### config.mk
export PLATFORM = sky130hd
export DESIGN_NAME = pattern_match_ctrl
export DESIGN_NICKNAME = d
export VERILOG_FILES = /design/src/rtl/pmc_pkg.sv /design/src/rtl/pmc_window.sv /design/src/rtl/pattern_match_ctrl.sv
export SDC_FILE = /design/constraint.sdc
export NUM_CORES = 1
export LEC_CHECK = 0
export CAP_MARGIN = 10
export CORE_MARGIN = 4
export CORE_UTILIZATION = 50
export DETAILED_ROUTE_END_ITERATION = 8
export GPL_TIMING_DRIVEN = 0
export HOLD_SLACK_MARGIN = 0.12
export PLACE_DENSITY = 0.75
export SLEW_MARGIN = 20
export SYNTH_ARGS = -nofsm -noshare
export SYNTH_HDL_FRONTEND = slang
export SYNTH_SLANG_ARGS = --single-unit
### constraint.sdc
create_clock -name clk -period 3.3 [get_ports clk]
set_input_delay 0.33 -clock clk [delete_from_list [all_inputs] [get_ports clk]]
set_output_delay 0.33 -clock clk [all_outputs]
set_load 0.01 [all_outputs]
### src/rtl/pmc_pkg.sv
`default_nettype none
// ============================================================================
// Module      : pmc_pkg
// Description : Shared types, default sizes and helpers for the
//               pattern_match_ctrl run controller and its window sub-module.
// Revision    : 1.0 - initial release
// ============================================================================
package pmc_pkg;

    localparam int MAXLEN_DEF = 8;
    localparam int CNTW_DEF   = 8;

    // Run controller states, 2-bit encoding
    typedef enum logic [1:0] {
        IDLE = 2'd0,
        RUN  = 2'd1,
        DONE = 2'd2
    } state_t;

    // A pattern length is usable when it is 1..maxlen bits
    function automatic logic len_legal(input logic [3:0] len, input int maxlen);
        return (len != 4'd0) && (int'(len) <= maxlen);
    endfunction

endpackage
`default_nettype wire

### src/rtl/pmc_window.sv
`default_nettype none
// ============================================================================
// Module      : pmc_window
// Description : Serial receive window, saturating fill count and pattern
//               compare for pattern_match_ctrl.
//   clk, res_n : clock, asynchronous active-low reset
//   a, a_valid : serial bit and its qualifier (already gated to RUN)
//   clr        : clears window and fill at the start of a run
//   len, pat   : active pattern length and pattern (pat[len-1] first bit)
//   ovl        : 1 = keep fill on match (overlapping), 0 = restart fill
//   match      : combinational, high when the bit being accepted completes
//                a match
// Revision    : 1.0 - initial release
// ============================================================================
module pmc_window
    import pmc_pkg::*;
#(
    parameter int MAXLEN = MAXLEN_DEF
) (
    input  logic              clk,
    input  logic              res_n,
    input  logic              a,
    input  logic              a_valid,
    input  logic              clr,
    input  logic [3:0]        len,
    input  logic [MAXLEN-1:0] pat,
    input  logic              ovl,
    output logic              match
);

    localparam int FW = $clog2(MAXLEN + 1);
    localparam logic [FW-1:0] C_FILL_MAX = FW'(MAXLEN);

    logic [MAXLEN-1:0] r_win;
    logic [MAXLEN-1:0] w_win_next;
    logic [MAXLEN-1:0] w_mask;
    logic [FW-1:0]     r_fill;
    logic [FW-1:0]     w_fill_next;

    assign w_win_next  = {r_win[MAXLEN-2:0], a};
    assign w_fill_next = (r_fill == C_FILL_MAX) ? C_FILL_MAX : r_fill + FW'(1);

    // Only the low len bits of the window take part in the compare
    for (genvar i = 0; i < MAXLEN; i++) begin : g_mask
        assign w_mask[i] = (i < int'(len));
    end

    assign match = a_valid
                && (int'(w_fill_next) >= int'(len))
                && ((w_win_next & w_mask) == (pat & w_mask));

    always_ff @(posedge clk or negedge res_n) begin
        if (!res_n) begin
            r_win  <= '0;
            r_fill <= '0;
        end else if (clr) begin
            r_win  <= '0;
            r_fill <= '0;
        end else if (a_valid) begin
            r_win  <= w_win_next;
            // Non-overlapping mode must collect a fresh len bits after a hit
            r_fill <= (match && !ovl) ? '0 : w_fill_next;
        end
    end

endmodule
`default_nettype wire

### src/rtl/pattern_match_ctrl.sv
`default_nettype none
// ============================================================================
// Module      : pattern_match_ctrl
// Description : Configurable serial bit-pattern detection run controller.
//               Shadowed configuration, IDLE/RUN/DONE sequencing, saturating
//               match counter with optional target stop.
//   clk, res_n            : clock, asynchronous active-low reset
//   cfg_we, cfg_pattern,
//   cfg_len, cfg_overlap,
//   cfg_target            : configuration, accepted in IDLE or DONE only
//   start, stop           : one-cycle run / abort requests
//   a, a_valid            : qualified serial input
//   busy, done            : state levels (RUN, DONE)
//   hit                   : registered one-cycle match pulse
//   match_cnt             : matches in the current or last run
//   err                   : one-cycle pulse on start with illegal length
// Revision    : 1.0 - initial release
// ============================================================================
module pattern_match_ctrl
    import pmc_pkg::*;
#(
    parameter int MAXLEN = MAXLEN_DEF,
    parameter int CNTW   = CNTW_DEF
) (
    input  logic              clk,
    input  logic              res_n,
    input  logic              cfg_we,
    input  logic [MAXLEN-1:0] cfg_pattern,
    input  logic [3:0]        cfg_len,
    input  logic              cfg_overlap,
    input  logic [CNTW-1:0]   cfg_target,
    input  logic              start,
    input  logic              stop,
    input  logic              a,
    input  logic              a_valid,
    output logic              busy,
    output logic              hit,
    output logic [CNTW-1:0]   match_cnt,
    output logic              done,
    output logic              err
);

    localparam logic [CNTW-1:0] C_CNT_MAX = '1;

    state_t            r_state;
    state_t            w_state_next;
    logic [MAXLEN-1:0] r_pat;
    logic [3:0]        r_len;
    logic              r_ovl;
    logic [CNTW-1:0]   r_tgt;
    logic [CNTW-1:0]   r_cnt;
    logic [CNTW-1:0]   w_cnt_next;
    logic              r_hit;
    logic              r_err;
    logic              w_hit_next;
    logic              w_err_next;
    logic              w_run;
    logic              w_cfg_open;
    logic              w_len_ok;
    logic              w_launch;
    logic              w_match;

    assign w_run      = (r_state == RUN);
    assign w_cfg_open = (r_state == IDLE) || (r_state == DONE);
    assign w_len_ok   = len_legal(r_len, MAXLEN);
    // A new run begins; stop takes precedence over start
    assign w_launch   = w_cfg_open && start && !stop && w_len_ok;

    pmc_window #(
        .MAXLEN (MAXLEN)
    ) u_window (
        .clk     (clk),
        .res_n   (res_n),
        .a       (a),
        .a_valid (a_valid & w_run),
        .clr     (w_launch),
        .len     (r_len),
        .pat     (r_pat),
        .ovl     (r_ovl),
        .match   (w_match)
    );

    // Shadow configuration
    always_ff @(posedge clk or negedge res_n) begin
        if (!res_n) begin
            r_pat <= '0;
            r_len <= 4'd1;
            r_ovl <= 1'b1;
            r_tgt <= '0;
        end else if (cfg_we && w_cfg_open) begin
            r_pat <= cfg_pattern;
            r_len <= cfg_len;
            r_ovl <= cfg_overlap;
            r_tgt <= cfg_target;
        end
    end

    always_ff @(posedge clk or negedge res_n) begin
        if (!res_n) begin
            r_state <= IDLE;
            r_cnt   <= '0;
            r_hit   <= 1'b0;
            r_err   <= 1'b0;
        end else begin
            r_state <= w_state_next;
            r_cnt   <= w_cnt_next;
            r_hit   <= w_hit_next;
            r_err   <= w_err_next;
        end
    end

    always_comb begin
        w_state_next = r_state;
        w_cnt_next   = r_cnt;
        w_hit_next   = 1'b0;
        w_err_next   = 1'b0;
        case (r_state)
            IDLE, DONE: begin
                if (stop) begin
                    w_state_next = IDLE;
                end else if (start) begin
                    if (w_len_ok) begin
                        w_state_next = RUN;
                        w_cnt_next   = '0;
                    end else begin
                        w_err_next = 1'b1;
                    end
                end
            end
            RUN: begin
                // A match is always counted, even when stop arrives with it
                if (w_match) begin
                    w_hit_next = 1'b1;
                    if (r_cnt != C_CNT_MAX) begin
                        w_cnt_next = r_cnt + CNTW'(1);
                    end
                end
                if (stop) begin
                    w_state_next = IDLE;
                end else if (w_match && (r_tgt != '0) && (w_cnt_next == r_tgt)) begin
                    w_state_next = DONE;
                end
            end
            default: begin
                w_state_next = IDLE;
            end
        endcase
    end

    assign busy      = w_run;
    assign done      = (r_state == DONE);
    assign hit       = r_hit;
    assign err       = r_err;
    assign match_cnt = r_cnt;

endmodule
`default_nettype wire

==> summary.md <==
| Metric | Value |
|---|---|
| Initial antenna violation count | 0 |
| Final setup violating endpoints | 0 |
| Max cap viols | 0 |
| Die footprint | 6200 um2 |
| Asr flop ratio synth | 1.00 |
| Final WL | 5350 um |
| Initial drt markers | 129 |
| FP Rows | 25 |
| Grt ovf | 0 |
| Post-layout nets | roughly 330 |
| Area occupied by registers | 1100 um2 |
| Horiz. Die Dim | 78.7 um |
| Area taken by multi-input logic gates | 1310 um2 |
| Synthesized area | 2500 um2 |
| Worst Skew | 0.00434 ns |
| Pins Over Slew Limit | 0 |
| Leakage Power | between 1 and 1.5 nW |
| Slowest cell delay on critical path | 0.45 ns |
| Worst hold slack | between 0.4 and 0.5 ns |
| GP Congestion | 0.887 |
| FF-to-FF End | r_state[1] |
| Slowest cell on the critical path | a221oi_1 |
| Max IR drop VDD | 0.392 mV |
| Clock Tree Buf Depth | 2 |
| Crit. End Element | flip-flop |
| Crit path max-delay family | compound AO/OA/AOI/OAI gates |
| Critical path required time | 3.49 ns |
| Die Ht | just under 80 um |
| ANT nets after route | 0 |
| H-Tree Level Count | 2 |
| Wirelength per Cell | 14.9 um |
| DP Area | 2990 um2 |
| Worst r2r path cells | 14 |
| Critical path arrival | 3.16 ns |
| Post-synthesis sequential area ratio | 0.441 |
| Core area | 4790 um2 |
| Root buf cell | clkbuf_8 |
| CP Max Fanout | 5 |
| Unrepaired setup endpoints after global routing | false |
| Commonest cells after routing, fill and taps aside | 42 x dfrtp_1, 38 x clkdlybuf4s50_1, 31 x nand2_1, 17 x mux2_2, 14 x o21ai_0 |
| First-pass GRT wire length | between 9000 and 10000 um |
| First-pass detailed-route iteration total | 4 |
| Flops & latches, synth | 44 |
| Post-synth top flop | dfrtp_1 |
| Drt drc | 0 |
| Vias in the first global route | roughly 1900 |
| Worst Max-Slew Pin Slew | roughly 0.64 ns |
| Vias/cell | 5.59 |
| HP Class | in -> async |
| Filler cell count | 385 |
| CP bufs+invs | 2 |
| Skew-Pair Late Insertion Delay | 0.30 ns |
| Fin. Hold Viols | 0 |
| CTS Buf Count | 5 |
| Critical setup path kind | reg -> reg |
| Number of unique standard cell types used by synthesis | 59 |
| Crit path time final | 2.97 ns |
| Slew headroom | 0.571 |
| I/O Buffers | 39 |
| CTS tree | built |
| PD cells | 576 nW/um2 |
| Resize count post-CTS | 0 |
| CTS sink count | 44 |
| Total GRT Usage | 0.187 |
| Post-route cell area | 3110 um2 |
| Top Ports | 40 |
| Initial core utilization | 0.523 |
| Area growth syn-to-layout | 24.2% |
| Status | finished clean |
| Share of cells above drive strength 1 | 0.140 |
| Post-Synthesis Cells | 243 |
| Ys Warns | 0 |
| Worst-path cell chain | inv_1, ha_1, nand2_1, nor2_1, nor2_1, inv_1, ha_1, nand2b_1, a211oi_1, o21ba_2, nor4_2, a221oi_1, a2111oi_4, a32o_1 |
| Post-synth EDFFs | 0 |
| Via count | 2007 |
| DP HPWL | 4130 um |
| R2R Path Start | u_window.r_fill[0] |
| Largest net degree at the start of global routing | 30 |
| Mapped Avg Cell Area | 10.3 um2 |
| Final period utilization | 0.901 |
| CTS clk-pin slew, worst paths | 0.08 ns |
| Commonest non-fill, non-tap cell in the layout | dfrtp_1 |
| Max Clock Freq | around 340 MHz |
| Setup TNS | 0 ns |
| Syn nets | 278 |
| Worst reg-to-reg setup slack | ~0.33 ns |
| Antenna cells | 0 |
| Setup crit start kind | flip-flop |
registers in the layout, indices dropped and copies added (netlist names):
register / cells
r_pat: 8
u_window.r_win: 7
r_len: 4
r_tgt: 8
err: 1
r_ovl: 1
hit: 1
u_window.r_fill: 4
r_state: 2
match_cnt: 8
layout make-up:
type / instances / share of cell area
multi-input cells: 179 / 0.421
flip-flops and latches: 44 / 0.355
repair buffers: 41 / 0.134
well taps: 67 / 0.0270
clock buffers: 6 / 0.0233
plain buffers: 9 / 0.0161
inverters: 11 / 0.0133
clock inverters: 2 / 0.0113
metal layers:
layer | part of all wire | track usage
met1 | 0.44 | 0.235
met5 | 0 | 0
met2 | 0.50 | 0.321
met3 | 0.046 | 0.0363
met4 | 0.019 | 0.0629
per-stage QoR:
stage                      util  setup slack (ns)  cells  power, mW
after global routing      0.650             0.125    359       1.92
after global placement    0.622             0.234    349       1.37
after detailed placement  0.625             0.241    350       1.40
after floorplan               -             0.619    243       1.21
final                     0.650             0.327    359       1.79
after CTS                 0.650             0.313    359       1.81
synthesized netlist by cell type, drive strengths merged (3+ instances only):
cell type / count / area [um2]
a211oi: 3 / 22.5
a21oi: 7 / 35.0
a221oi: 3 / 26.3
a22o: 5 / 43.8
buf: 4 / 31.3
clkbuf: 5 / 18.8
dfrtp: 42 / 1050
ha: 7 / 87.6
inv: 11 / 41.3
mux2: 17 / 191
mux2i: 5 / 50.1
nand2: 31 / 116
nand2b: 3 / 26.3
nand3: 5 / 25.0
nand4: 3 / 18.8
nor2: 12 / 45.0
nor2b: 4 / 25.0
nor3: 5 / 36.3
o21ai: 15 / 75.1
xnor2: 5 / 43.8
xor2: 13 / 114
worst max-delay path by stage:
stage	startpoint	endpoint	cells after the start
after floorplan	u_window.r_fill[0]	r_state[1]	14
after global placement	a_valid	r_state[0]	8
after detailed placement	a_valid	r_state[1]	8
after CTS	u_window.r_fill[0]	r_state[1]	14
after global routing	u_window.r_fill[0]	r_state[1]	14
final	u_window.r_fill[0]	r_state[1]	14
logic make-up after synthesis:
logic type      share of synthesized area
compound gates                      0.163
xor+xnor                           0.0630
fa+ha+maj                          0.0350
buf+inv                            0.0365
flops                               0.441
mux                                0.0965
simple gates                        0.166
power by group:
group	internal, mW	total, mW	switching, mW
clock network	0.225	0.406	0.181
logic	0.297	0.610	0.313
registers	0.659	0.775	0.116
what timing repair did:
item	4_1_cts	5_1_grt
hold buffers	1	0
hold endpoints to repair	14	0
buffers inserted	0	0
(Power assumes the default switching activity.)
